**src/rtl/pipe_flow_ctrl.sv**
```systemverilog
// Pipeline sequencing controller: stall, flush, exception/eret entry and HI/LO busy tracking.
// Controls are combinational from the registered state plus the current requests.
module pipe_flow_ctrl #(
    parameter int unsigned MULT_CYCLES = 5,
    parameter int unsigned DIV_CYCLES  = 10
) (
    input  logic       clk,
    input  logic       reset,
    input  logic       ld_use_hazard,
    input  logic       md_start,
    input  logic       md_is_div,
    input  logic       md_use_D,
    input  logic       exc_req_M,
    input  logic       int_req,
    input  logic       eret_M,
    output logic       en_F,
    output logic       en_FD,
    output logic       en_DE,
    output logic       clr_DE,
    output logic       int_clr,
    output logic [1:0] pc_sel,
    output logic       epc_we,
    output logic       exl,
    output logic       md_busy
);

    localparam int unsigned CNT_W = 5;

    localparam logic [1:0] PC_SEQ     = 2'b00;
    localparam logic [1:0] PC_HANDLER = 2'b01;
    localparam logic [1:0] PC_EPC     = 2'b10;

    typedef enum logic [1:0] {
        NORMAL    = 2'b00,
        EXC_FLUSH = 2'b01,
        HANDLER   = 2'b10,
        RET_FLUSH = 2'b11
    } state_t;

    state_t             state;
    state_t             state_nxt;
    logic [CNT_W-1:0]   md_cnt;
    logic [CNT_W-1:0]   md_cnt_nxt;
    logic               cnt_busy;
    logic               active;
    logic               take;
    logic               stall;

    // State and HI/LO busy counter registers
    always_ff @(posedge clk) begin
        if (reset) begin
            state  <= NORMAL;
            md_cnt <= '0;
        end else begin
            state  <= state_nxt;
            md_cnt <= md_cnt_nxt;
        end
    end

    // Next state, counter update and pipeline controls
    always_comb begin
        cnt_busy   = (md_cnt != '0);
        active     = (state == NORMAL) || (state == HANDLER);
        take       = active && (exc_req_M || (int_req && (state == NORMAL)));
        stall      = ld_use_hazard || (md_use_D && (cnt_busy || md_start));

        state_nxt  = state;
        md_cnt_nxt = md_cnt;
        en_F       = 1'b1;
        en_FD      = 1'b1;
        en_DE      = 1'b1;
        clr_DE     = 1'b0;
        int_clr    = 1'b0;
        pc_sel     = PC_SEQ;
        epc_we     = 1'b0;
        exl        = (state == EXC_FLUSH) || (state == HANDLER);
        md_busy    = cnt_busy;

        // A start squashed by take belongs to the flushed E-stage instruction
        if (md_start && !cnt_busy && !take) begin
            md_cnt_nxt = md_is_div ? CNT_W'(DIV_CYCLES) : CNT_W'(MULT_CYCLES);
        end else if (cnt_busy) begin
            md_cnt_nxt = md_cnt - CNT_W'(1);
        end

        case (state)
            NORMAL, HANDLER: begin
                if (take) begin
                    int_clr   = 1'b1;
                    pc_sel    = PC_HANDLER;
                    epc_we    = 1'b1;
                    state_nxt = EXC_FLUSH;
                end else if (eret_M) begin
                    int_clr   = 1'b1;
                    pc_sel    = PC_EPC;
                    state_nxt = RET_FLUSH;
                end else if (stall) begin
                    en_F   = 1'b0;
                    en_FD  = 1'b0;
                    clr_DE = 1'b1;
                end
            end
            EXC_FLUSH: begin
                clr_DE    = 1'b1;
                state_nxt = HANDLER;
            end
            RET_FLUSH: begin
                clr_DE    = 1'b1;
                state_nxt = NORMAL;
            end
            default: state_nxt = NORMAL;
        endcase

        // Reset overrides everything while it is held
        if (reset) begin
            state_nxt  = NORMAL;
            md_cnt_nxt = '0;
            en_F       = 1'b1;
            en_FD      = 1'b1;
            en_DE      = 1'b1;
            clr_DE     = 1'b0;
            int_clr    = 1'b0;
            pc_sel     = PC_SEQ;
            epc_we     = 1'b0;
            exl        = 1'b0;
            md_busy    = 1'b0;
        end
    end

endmodule

```
**config.mk**
```make
export PLATFORM = sky130hd
export DESIGN_NAME = pipe_flow_ctrl
export DESIGN_NICKNAME = d
export VERILOG_FILES = /design/src/rtl/pipe_flow_ctrl.sv
export SDC_FILE = /design/constraint.sdc
export NUM_CORES = 1
export LEC_CHECK = 0
export CORE_AREA = 5 5 42 44
export CTS_CLUSTER_DIAMETER = 150
export CTS_CLUSTER_SIZE = 25
export DETAILED_ROUTE_END_ITERATION = 16
export DIE_AREA = 0 0 47 49
export DONT_BUFFER_PORTS = 1
export HOLD_SLACK_MARGIN = 0.08
export MAX_ROUTING_LAYER = met4
export PLACE_DENSITY = 0.61
export SYNTH_ARGS = -nofsm -noshare
export SYNTH_HDL_FRONTEND = slang
export SYNTH_SLANG_ARGS = --single-unit
```
**constraint.sdc**
```tcl
create_clock -name clk -period 3.24 [get_ports clk]
set_input_delay 0.324 -clock clk [delete_from_list [all_inputs] [get_ports clk]]
set_output_delay 0.324 -clock clk [all_outputs]
set_load 0.01 [all_outputs]
```
==> metrics.txt <==
die height around 49 microns; vias in the first global route approximately 470; Max Freq 388.8 MHz; CTS tree yes; vias per cell between 5 and 6; Worst setup EP type primary output; largest net degree at the start of global routing 15; Synth Cell Area roughly 560 sq um; Final Hold Fails 0; total power divided by cell area 806.7 mW/mm^2; leakage power approximately 0.25 nW; cell family with most CP delay simple AND/OR/NAND/NOR gates; Area contributors post-synth dfxtp_1, ha_1, nor2_1; crit-path max cell delay 0.63 ns; unrepaired setup endpoints after global routing false; Area growth, synth to finish 2.703%; setup TNS 0 ns; Flop pwr share 31.3%; PortBufs 0; Post-DP HPWL 953.3 microns; cell count after synthesis 68; share of cells above drive strength 1 5.970%; clock skew 0.008763 ns; NetSw slightly below 0.2 mW; synth unique cells 35; First-pass DRT Iterations 4; first-pass GRT wire length 1.994 mm; final net count 83; top cells by count, synth dfxtp_1, nor2_1, ha_1; GP Congestion between 0.7 and 0.8; DP Worst Slack 0.9727 ns; Fin Hold WS ~0.14 ns; clock power share 17.4%; critical path class reg2out; clock-pin slew on the worst setup and hold paths 0.06 ns; CP Launch Type flop; post-CTS setup buffer count 0; Synth Flop Type dfxtp_1; CP bufs+invs 1; Least-Margin Pin Slew 0.6683 ns; combinational power share 51.2%; Hold Buf Count CTS 0; Yosys top cell area share 25.23%; drt first-iter violations 17; max-cap violations 0; Routed WL per cell 14.22 microns; part of the Yosys area used for sequential elements 25.23%; n_diodes 0; die extent in x 47 microns; final worst slack between 0.6 and 0.7 ns; syn nets 83; Int Pwr around 0.27 mW; Final Cell Area 570.5 sq um; Total GRT Usage 12.14%; DR vias 483; # clock sinks 7; critical path arrival 2.25 ns; fin crit period between 2 and 3 ns; post-route ant nets 0; switching portion of total power around two fifths; Layout fillers 154; Required @ worst endpoint 2.92 ns; post-synth top area cell dfxtp_1; # resized after CTS 0; DR DRC count 0; cells along the critical path inv_1, ha_1, nor2_1, o32ai_1, or4_1; clk_lat worst skew approximately 0.25 ns; Final period util approximately 80%; Slew Limit Fails 0; clk root buf clkbuf_4; die footprint 0.002303 sq mm; CTS Buf Count 3; DP Area 544.3 sq um; Max Root-Sink Buffers 2; synthesized flop and latch total 7; # IOs 19; HP Class in2reg; Initial Utilization 39.64%; CORE AREA 0.001401 sq mm; Syn Area/Cell between 8 and 9 sq um; WL final about 1.2 mm; Crit-path slowest cell or4_1; asr flop ratio synth 0%; number of flops mapped to enable cells by yosys 0; antenna violations before repair 0; Row Count 14; Synthesis Warnings 0; Max VDD drop 0.2711 mV; max_slew headroom 55.11%; H-tree depth reported by CTS 1; Setup-failing EPs final 0; Overflow after GRT 0; Final Util 40.71%; Worst Path Max Fanout 9; status completed
==> power groups by stage <==
stage / clock, mW / sequential (mW) / combinational (mW)
finish: 0.0803 / 0.144 / 0.236
global route: 0.0890 / 0.149 / 0.269
CTS: 0.0843 / 0.144 / 0.238
detailed placement: 0 / 0.146 / 0.237
global placement: 0 / 0.145 / 0.237
floorplan: 0 / 0.139 / 0.215
==> worst register-to-register path, stage by stage (launching register included) <==
cell and delay [ns]:
dfxtp_1 0.31, inv_1 0.11, ha_1 0.19, or4b_1 0.57, a311o_1 0.37, a31oi_1 0.16
==> kinds of logic (layout without fill, tap and decap cells) <==
| family | Yosys count | count (layout) | synth area share [%] |
|---|---|---|---|
| and+or+nand+nor | 23 | 23 | 22.75 |
| AOI/OAI and AO/OA | 17 | 17 | 22.08 |
| buffers and inverters | 10 | 9 | 9.008 |
| DFF | 7 | 7 | 25.22 |
| adders and majority gates | 6 | 6 | 13.51 |
| xor gates and xnor gates | 2 | 2 | 3.154 |
| muxes | 2 | 2 | 3.604 |
| other | 1 | 1 | 0.6750 |
==> placed cells by master, fill, tap and decap left out, drive strengths merged <==
cell type / Yosys / final
mux2i: 2 / 2
nor3b: 1 / 1
o21bai: 1 / 1
xor2: 2 / 2
nand2: 3 / 3
or3: 1 / 1
a21oi: 4 / 4
o2111ai: 1 / 1
a211oi: 1 / 1
or4b: 1 / 1
clkbuf: 1 / 4
o311a: 1 / 1
nor4b: 1 / 1
a21o: 1 / 1
nor3: 2 / 2
inv: 5 / 5
o31ai: 1 / 1
or2: 1 / 1
nor2b: 1 / 1
dfxtp: 7 / 7
or4: 2 / 2
nor4: 1 / 1
and3: 2 / 2
conb: 1 / 1
a32o: 1 / 1
nor2: 7 / 7
a31oi: 1 / 1
o21a: 1 / 1
o21ai: 1 / 1
ha: 6 / 6
o32ai: 1 / 1
a311o: 1 / 1
o22ai: 1 / 1
==> layer usage <==
metal | part of all wire, % | track usage [%]
met5 | 0 | -
met4 | 1.0 | 6.912
met3 | 8.0 | 3.690
met2 | 47 | 15.84
met1 | 44 | 16.08
==> sequential cells by signal, indices dropped and copies added, names as in the netlist <==
| name | count |
|---|---|
| md_cnt | 5 |
| state | 2 |
==> through the flow <==
stage	cells	power (mW)
after CTS	83	0.4668
final	83	0.4602
after global placement	79	0.3815
after global routing	83	0.5069
after floorplan	68	0.3545
after detailed placement	79	0.3824
==> worst paths after layout <==
path                                start        end  slack [ns]  depth (start not counted)
worst min-delay path                reset   state[0]        0.14                          1
worst max-delay path             state[0]      en_FD        0.67                          5
worst min register to register  md_cnt[4]  md_cnt[4]        0.54                          2
worst max register to register  md_cnt[0]  md_cnt[0]        1.46                          5
==> layout make-up <==
class	instances	area (sq um)	share of cell area, %
Sequential cell	7	140.1	24.56
Tap cell	16	20.02	3.509
Multi-Input combinational cell	51	365.4	64.04
Inverter	5	18.77	3.289
Clock buffer	4	26.28	4.605
(Power assumes the default switching activity.)
